File: src/rtl/i2c_target_controller_if.sv
// Signal bundle between the I2C target engine, the pad drivers and the register-side logic.
interface i2c_target_controller_if;
   logic       scl_in;
   logic       sda_in;
   logic       scl_drive_low;
   logic       sda_drive_low;
   logic [6:0] own_address;
   logic [7:0] rx_data;
   logic       rx_valid;
   logic [7:0] tx_data;
   logic       tx_valid;
   logic       tx_taken;
   logic       tx_underrun;
   logic       busy;
   logic       addressed;
   logic       is_read;

   modport slave (
      input  scl_in, sda_in, own_address, tx_data, tx_valid,
      output scl_drive_low, sda_drive_low, rx_data, rx_valid, tx_taken, tx_underrun,
             busy, addressed, is_read
   );

   modport master (
      output scl_in, sda_in, own_address, tx_data, tx_valid,
      input  scl_drive_low, sda_drive_low, rx_data, rx_valid, tx_taken, tx_underrun,
             busy, addressed, is_read
   );
endinterface

File: src/rtl/i2c_target_controller.sv
// I2C target engine: oversampled SCL/SDA, START/STOP detect, 7-bit address match, byte handshake.
// Define I2C_TARGET_STRETCH_EN to stretch SCL on a read underrun instead of sending 0xFF.
module i2c_target_controller #(
   parameter int SYNC_STAGES = 2
) (
   input  logic                   clk,
   input  logic                   n_rst,
   i2c_target_controller_if.slave bus
);
   // state      | meaning
   // IDLE       | bus free, waiting for START
   // ADDR       | shifting in address and R/W bit
   // ADDR_ACK   | driving the address ACK bit
   // RX_BYTE    | shifting in a write byte
   // RX_ACK     | driving the write-data ACK bit
   // TX_LOAD    | fetching the next read byte
   // TX_BYTE    | shifting out a read byte
   // TX_ACK     | sampling the controller ACK/NACK
   // WAIT_STOP  | not ours or NACKed, wait for START/STOP
   typedef enum logic [3:0] {
      S_IDLE, S_ADDR, S_ADDR_ACK, S_RX_BYTE, S_RX_ACK,
      S_TX_LOAD, S_TX_BYTE, S_TX_ACK, S_WAIT_STOP
   } state_t;

   logic [SYNC_STAGES-1:0] scl_sync_q, scl_sync_d, sda_sync_q, sda_sync_d;
   logic                   scl_prev_q, scl_prev_d, sda_prev_q, sda_prev_d;
   state_t                 state_q, state_d;
   logic [7:0]             shift_q, shift_d;
   logic [2:0]             cnt_q, cnt_d;
   logic                   ack_ph_q, ack_ph_d;
   logic                   sda_drv_q, sda_drv_d;
   logic [7:0]             rx_data_q, rx_data_d;
   logic                   rx_valid_q, rx_valid_d;
   logic                   tx_taken_q, tx_taken_d;
   logic                   tx_underrun_q, tx_underrun_d;
   logic                   busy_q, busy_d;
   logic                   addressed_q, addressed_d;
   logic                   is_read_q, is_read_d;
   logic                   scl_s, sda_s, scl_rise, scl_fall, start_ev, stop_ev;
   logic [7:0]             shift_in, tx_byte;

   assign scl_s    = scl_sync_q[SYNC_STAGES-1];
   assign sda_s    = sda_sync_q[SYNC_STAGES-1];
   assign scl_rise = scl_s & ~scl_prev_q;
   assign scl_fall = ~scl_s & scl_prev_q;
   assign start_ev = scl_s & scl_prev_q & sda_prev_q & ~sda_s;
   assign stop_ev  = scl_s & scl_prev_q & ~sda_prev_q & sda_s;

`ifdef I2C_TARGET_STRETCH_EN
   logic scl_drv_q, scl_drv_d;
   assign bus.scl_drive_low = scl_drv_q;
`else
   assign bus.scl_drive_low = 1'b0;
`endif

   assign bus.sda_drive_low = sda_drv_q;
   assign bus.rx_data       = rx_data_q;
   assign bus.rx_valid      = rx_valid_q;
   assign bus.tx_taken      = tx_taken_q;
   assign bus.tx_underrun   = tx_underrun_q;
   assign bus.busy          = busy_q;
   assign bus.addressed     = addressed_q;
   assign bus.is_read       = is_read_q;

   always_comb begin
      scl_sync_d    = {scl_sync_q[SYNC_STAGES-2:0], bus.scl_in};
      sda_sync_d    = {sda_sync_q[SYNC_STAGES-2:0], bus.sda_in};
      scl_prev_d    = scl_s;
      sda_prev_d    = sda_s;
      state_d       = state_q;
      shift_d       = shift_q;
      cnt_d         = cnt_q;
      ack_ph_d      = ack_ph_q;
      sda_drv_d     = sda_drv_q;
      rx_data_d     = rx_data_q;
      rx_valid_d    = 1'b0;
      tx_taken_d    = 1'b0;
      tx_underrun_d = 1'b0;
      busy_d        = busy_q;
      addressed_d   = addressed_q;
      is_read_d     = is_read_q;
      shift_in      = {shift_q[6:0], sda_s};
      tx_byte       = bus.tx_valid ? bus.tx_data : 8'hFF;
`ifdef I2C_TARGET_STRETCH_EN
      scl_drv_d     = 1'b0;
`endif

      unique case (state_q)
         S_ADDR: if (scl_rise) begin
            shift_d = shift_in;
            if (cnt_q == 3'd0) begin
               if (shift_in[7:1] == bus.own_address) begin
                  is_read_d = shift_in[0];
                  state_d   = S_ADDR_ACK;
               end else begin
                  state_d = S_WAIT_STOP;
               end
            end else begin
               cnt_d = cnt_q - 3'd1;
            end
         end
         // first fall starts the ACK low period, second fall ends it
         S_ADDR_ACK, S_RX_ACK: if (scl_fall) begin
            if (!ack_ph_q) begin
               sda_drv_d = 1'b1;
               ack_ph_d  = 1'b1;
               if (state_q == S_ADDR_ACK) addressed_d = 1'b1;
            end else begin
               sda_drv_d = 1'b0;
               ack_ph_d  = 1'b0;
               cnt_d     = 3'd7;
               state_d   = (state_q == S_ADDR_ACK && is_read_q) ? S_TX_LOAD : S_RX_BYTE;
            end
         end
         S_RX_BYTE: if (scl_rise) begin
            shift_d = shift_in;
            if (cnt_q == 3'd0) begin
               rx_data_d  = shift_in;
               rx_valid_d = 1'b1;
               state_d    = S_RX_ACK;
            end else begin
               cnt_d = cnt_q - 3'd1;
            end
         end
         S_TX_LOAD: begin
`ifdef I2C_TARGET_STRETCH_EN
            if (bus.tx_valid) begin
               shift_d    = tx_byte;
               tx_taken_d = 1'b1;
               sda_drv_d  = ~tx_byte[7];
               cnt_d      = 3'd7;
               scl_drv_d  = scl_drv_q;
               state_d    = S_TX_BYTE;
            end else begin
               scl_drv_d = 1'b1;
            end
`else
            shift_d       = tx_byte;
            tx_taken_d    = bus.tx_valid;
            tx_underrun_d = ~bus.tx_valid;
            sda_drv_d     = ~tx_byte[7];
            cnt_d         = 3'd7;
            state_d       = S_TX_BYTE;
`endif
         end
         S_TX_BYTE: if (scl_fall) begin
            if (cnt_q == 3'd0) begin
               sda_drv_d = 1'b0;
               ack_ph_d  = 1'b0;
               state_d   = S_TX_ACK;
            end else begin
               shift_d   = {shift_q[6:0], 1'b0};
               sda_drv_d = ~shift_q[6];
               cnt_d     = cnt_q - 3'd1;
            end
         end
         // shift_q[0] holds the sampled ACK bit (1 = NACK)
         S_TX_ACK: begin
            if (scl_rise) begin
               shift_d[0] = sda_s;
               ack_ph_d   = 1'b1;
            end else if (scl_fall && ack_ph_q) begin
               ack_ph_d = 1'b0;
               state_d  = shift_q[0] ? S_WAIT_STOP : S_TX_LOAD;
            end
         end
         S_IDLE, S_WAIT_STOP: ;
         default: state_d = S_IDLE;
      endcase

      if (start_ev || stop_ev) begin
         state_d       = start_ev ? S_ADDR : S_IDLE;
         busy_d        = start_ev;
         cnt_d         = 3'd7;
         ack_ph_d      = 1'b0;
         sda_drv_d     = 1'b0;
         addressed_d   = 1'b0;
         rx_valid_d    = 1'b0;
         tx_taken_d    = 1'b0;
         tx_underrun_d = 1'b0;
`ifdef I2C_TARGET_STRETCH_EN
         scl_drv_d     = 1'b0;
`endif
      end
   end

   always_ff @(posedge clk or negedge n_rst) begin
      if (!n_rst) begin
         scl_sync_q    <= '1;
         sda_sync_q    <= '1;
         scl_prev_q    <= 1'b1;
         sda_prev_q    <= 1'b1;
         state_q       <= S_IDLE;
         shift_q       <= 8'h00;
         cnt_q         <= 3'd0;
         ack_ph_q      <= 1'b0;
         sda_drv_q     <= 1'b0;
         rx_data_q     <= 8'h00;
         rx_valid_q    <= 1'b0;
         tx_taken_q    <= 1'b0;
         tx_underrun_q <= 1'b0;
         busy_q        <= 1'b0;
         addressed_q   <= 1'b0;
         is_read_q     <= 1'b0;
`ifdef I2C_TARGET_STRETCH_EN
         scl_drv_q     <= 1'b0;
`endif
      end else begin
         scl_sync_q    <= scl_sync_d;
         sda_sync_q    <= sda_sync_d;
         scl_prev_q    <= scl_prev_d;
         sda_prev_q    <= sda_prev_d;
         state_q       <= state_d;
         shift_q       <= shift_d;
         cnt_q         <= cnt_d;
         ack_ph_q      <= ack_ph_d;
         sda_drv_q     <= sda_drv_d;
         rx_data_q     <= rx_data_d;
         rx_valid_q    <= rx_valid_d;
         tx_taken_q    <= tx_taken_d;
         tx_underrun_q <= tx_underrun_d;
         busy_q        <= busy_d;
         addressed_q   <= addressed_d;
         is_read_q     <= is_read_d;
`ifdef I2C_TARGET_STRETCH_EN
         scl_drv_q     <= scl_drv_d;
`endif
      end
   end
endmodule
File: src/flat_wrapper.sv
// flat-port wrapper written by rule: the top's interface ports become plain ports
module i2c_target_controller_flat 
#(
   parameter int SYNC_STAGES = 2
)
  (clk, n_rst, bus_scl_in, bus_sda_in, bus_own_address, bus_tx_data, bus_tx_valid, bus_scl_drive_low, bus_sda_drive_low, bus_rx_data, bus_rx_valid, bus_tx_taken, bus_tx_underrun, bus_busy, bus_addressed, bus_is_read);
  i2c_target_controller_if bus_i ();
  input  logic clk;
  input  logic n_rst;
  input wire logic [$bits(bus_i.scl_in)-1:0] bus_scl_in;
  input wire logic [$bits(bus_i.sda_in)-1:0] bus_sda_in;
  input wire logic [$bits(bus_i.own_address)-1:0] bus_own_address;
  input wire logic [$bits(bus_i.tx_data)-1:0] bus_tx_data;
  input wire logic [$bits(bus_i.tx_valid)-1:0] bus_tx_valid;
  output wire logic [$bits(bus_i.scl_drive_low)-1:0] bus_scl_drive_low;
  output wire logic [$bits(bus_i.sda_drive_low)-1:0] bus_sda_drive_low;
  output wire logic [$bits(bus_i.rx_data)-1:0] bus_rx_data;
  output wire logic [$bits(bus_i.rx_valid)-1:0] bus_rx_valid;
  output wire logic [$bits(bus_i.tx_taken)-1:0] bus_tx_taken;
  output wire logic [$bits(bus_i.tx_underrun)-1:0] bus_tx_underrun;
  output wire logic [$bits(bus_i.busy)-1:0] bus_busy;
  output wire logic [$bits(bus_i.addressed)-1:0] bus_addressed;
  output wire logic [$bits(bus_i.is_read)-1:0] bus_is_read;
  assign bus_i.scl_in = bus_scl_in;
  assign bus_i.sda_in = bus_sda_in;
  assign bus_i.own_address = bus_own_address;
  assign bus_i.tx_data = bus_tx_data;
  assign bus_i.tx_valid = bus_tx_valid;
  assign bus_scl_drive_low = bus_i.scl_drive_low;
  assign bus_sda_drive_low = bus_i.sda_drive_low;
  assign bus_rx_data = bus_i.rx_data;
  assign bus_rx_valid = bus_i.rx_valid;
  assign bus_tx_taken = bus_i.tx_taken;
  assign bus_tx_underrun = bus_i.tx_underrun;
  assign bus_busy = bus_i.busy;
  assign bus_addressed = bus_i.addressed;
  assign bus_is_read = bus_i.is_read;
  i2c_target_controller #(.SYNC_STAGES(SYNC_STAGES)) u_core (.clk(clk), .n_rst(n_rst), .bus(bus_i));
endmodule
File: config.mk
export PLATFORM = sky130hd
export DESIGN_NAME = i2c_target_controller_flat
export DESIGN_NICKNAME = d
export VERILOG_FILES = /design/src/rtl/i2c_target_controller_if.sv /design/src/rtl/i2c_target_controller.sv /design/src/flat_wrapper.sv
export SDC_FILE = /design/constraint.sdc
export NUM_CORES = 1
export LEC_CHECK = 0
export ABC_AREA = 1
export CAP_MARGIN = 10
export CORE_UTILIZATION = 47
export CTS_CLUSTER_DIAMETER = 40
export CTS_CLUSTER_SIZE = 10
export DETAILED_ROUTE_END_ITERATION = 12
export HOLD_SLACK_MARGIN = 0.05
export PLACE_DENSITY = 0.74
export SYNTH_ARGS = -nofsm -noshare
export SYNTH_HDL_FRONTEND = slang
export SYNTH_SLANG_ARGS = --single-unit
File: constraint.sdc
create_clock -name clk -period 1.6 [get_ports clk]
set_input_delay 0.24 -clock clk [delete_from_list [all_inputs] [get_ports clk]]
set_output_delay 0.24 -clock clk [all_outputs]
set_load 0.01 [all_outputs]
==> results_dict.tcl <==
set metrics [dict create \
    skew_ns 0.00622 \
    synth_edf_count 0 \
    path_max_fanout 6 \
    syn-num-nets 298 \
    min_to "u_core.scl_sync_q[1]" \
    final_cell_count_no_fill 383 \
    rsz0062_at_grt "yes" \
    grt_pass1_wl_microns 7790 \
    syn2layout_area_growth_pct 33.4 \
    clkTransAtPathRegs_ns 0.07 \
    drt_iter0_markers 195 \
    critPathArrivalTime_ns 1.78 \
    r2r_setup_slack_ns 0.03 \
    leakage_nw 1.39 \
    gp_congestion 0.939 \
    synth_area_leaders "dfrtp_1 36%, nand2_1 15%, dfstp_2 7.6%" \
    dp_cells 365 \
    synth.ff_latch_count 36 \
    synth_common_cells "85 x nand2_1, 33 x inv_1, 30 x dfrtp_1, 28 x o21ai_0, 18 x nand3_1" \
    layout-drive-gt1-share_pct 27.3 \
    antenna_found_initial 0 \
    grtUsageTotal_pct 22.5 \
    worstHoldPathCells 0 \
    synth_warnings 0 \
    ctsLongestPathBuffers 2 \
    reg2reg_to "u_core.state_q[0]" \
    worst_r2r_path_depth 11 \
    hp-class "reg -> reg" \
    seq_area_frac_synth_pct 43.6 \
    synth_ff_type "dfrtp_1" \
    syn-cell-area_sq_mm 0.00208 \
    final_area_sq_mm 0.00278 \
    synth_top_cell_by_area "dfrtp_1" \
    drv_cap 0 \
    routed_wl_microns 5040 \
    fin_crit_ns 1.57 \
    power.density_mw_per_mm2 1070 \
    critical_path_class "reg -> reg" \
    dp_slack_ns -0.00628 \
    antenna_cells 0 \
    overflow 0 \
    synth_cell_type_count 29 \
    drtAntennaViolNets 0 \
    io_pins 36 \
    ctsHtreeMaxLevel 2 \
    cts_sinks 36 \
    grt_pass1_vias 1747 \
    cts_tree "built" \
    syn_area_per_cell_sq_um 7.55 \
    finalMaxSlewViolations 0 \
    num_rows 23 \
    wl_per_cell_microns 13.2 \
    irDropWorstVdd_mv 0.793 \
    hold_path.startpoint "u_core.scl_sync_q[0]" \
    synthArstFlopShare_pct 100 \
    tns_ns 0 \
    grt_max_degree 21 \
    vias 1942 \
    nets 354 \
    finalSetupViolations 0 \
    worst-endpoint-required_ns 1.80 \
    numPortBuffers 34 \
    reg2reg_from "u_core.cnt_q[1]" \
    cts_root_buf "clkbuf_8" \
    dp_hpwl_microns 3530 \
    hold_viol_final 0 \
    fp.dieH_microns 68.6 \
    initial_core_util_pct 50.7 \
    die-area_sq_mm 0.00471 \
    fp.dieW_microns 68.6 \
    core_sq_mm 0.00412 \
    drtPass1Iterations 4 \
    status "finished clean" \
    clock_latency_ns 0.28 \
    setup_ws_ns 0.0262 \
    end_kind "flip-flop" \
    drc 0 \
    clock.fmax_ghz 0.635 \
    synthDominantCellAreaShare_pct 36.0 \
    start_kind "flip-flop" \
    yosysMostFrequentCell "nand2_1" \
    postSynthCellCount 276 \
    period_share_pct 98.4 \
    viasPerCell 5.07 \
    placed_area_sq_mm 0.00253 \
    numCtsBuffers 5 \
]
how the worst max path moves through the flow:
stage                               from           endpoint
global route           u_core.state_q[3]    u_core.cnt_q[2]
floorplan                u_core.cnt_q[0]  u_core.state_q[1]
finish                   u_core.cnt_q[1]  u_core.state_q[0]
detailed placement  u_core.scl_sync_q[1]  u_core.state_q[0]
CTS                      u_core.cnt_q[0]  u_core.state_q[0]
global placement         u_core.cnt_q[0]  u_core.state_q[3]
stage by stage:
step                      utilization [%]  hold WS (ns)  total power, mW
after floorplan                         -       -0.0556             1.92
after detailed placement             61.4         0.194             2.23
after CTS                            63.7         0.357             2.84
after global routing                 67.6         0.362             3.20
after global placement               61.4         0.191             2.20
final                                67.6         0.357             2.99
what timing repair did:
action,CTS,global route
setup buffers,0,8
cloned,0,1
pin swaps,0,9
endpoints found under the setup margin,4,18
hold endpoints to repair,16,0
gates resized for setup,1,36
hold buffers,1,0
cells in the final DEF, fill, tap and decap left out, types with 5 or more instances in the layout:
cell,n
nor2_1,10
o21ai_0,26
o21ai_2,9
buf_4,16
nand3_1,16
o21ai_1,7
dfstp_2,6
inv_1,26
dfrtp_1,26
nand2_2,13
nand2_1,80
clkdlybuf4s50_1,33
inv_2,13
clkbuf_8,5
nor2_4,8
layout make-up:
class	count	area [sq um]
multi-input combinational	195	1050
sequential	36	913
fill	357	1330
clock inverter	1	5.00
timing repair buffer	54	517
clock buffer	7	76.3
tap	50	62.6
inverter	40	153
cells by family (layout without fill, tap and decap cells):
kind of cell / Yosys count / in the layout / synth area share [%]
AO/OA/AOI/OAI: 47 / 47 / 12.8
XOR/XNOR: 2 / 2 / 0.840
adder cells (fa/ha/maj): 2 / 2 / 1.20
buffers and inverters: 46 / 102 / 10.2
flip-flops: 36 / 36 / 43.6
other: 1 / 1 / 0.180
AND/OR/NAND/NOR: 142 / 143 / 31.2
sequential cells by signal, indices dropped and copies added (netlist names):
register / flops
u_core.cnt_q: 3
u_core.bus.rx_valid: 1
u_core.sda_prev_q: 1
u_core.scl_sync_q: 2
u_core.bus.busy: 1
u_core.bus.is_read: 1
u_core.scl_prev_q: 1
u_core.bus.rx_data: 8
u_core.bus.tx_taken: 1
u_core.state_q: 4
u_core.bus.tx_underrun: 1
u_core.sda_sync_q: 2
u_core.bus.addressed: 1
u_core.ack_ph_q: 1
u_core.shift_q: 7
u_core.bus.sda_drive_low: 1
critical path: stages, from the launching register on:
cell,delay (ns)
dfrtp_1,0.40
inv_2,0.08
ha_4,0.13
inv_2,0.04
nor2_4,0.13
buf_6,0.13
inv_1,0.04
nand3_1,0.10
nand2_2,0.11
nor2_4,0.17
nand2_1,0.09
o21ai_1,0.08
power by group:
| part | internal, mW | total, mW | switching, mW |
|---|---|---|---|
| registers | 1.10 | 1.25 | 0.156 |
| logic | 0.491 | 1.13 | 0.639 |
| clock network | 0.305 | 0.608 | 0.303 |
| total | 1.89 | 2.99 | 1.10 |
metal layers:
layer	up-vias	routed length (microns)	global-route usage (%)
li1	983	-	-
met1	903	2290	30.1
met2	49	2480	37.0
met3	7	235	5.10
met4	0	35	4.69
met5	-	0	0
No activity file was read; power rests on OpenSTA's default activity.
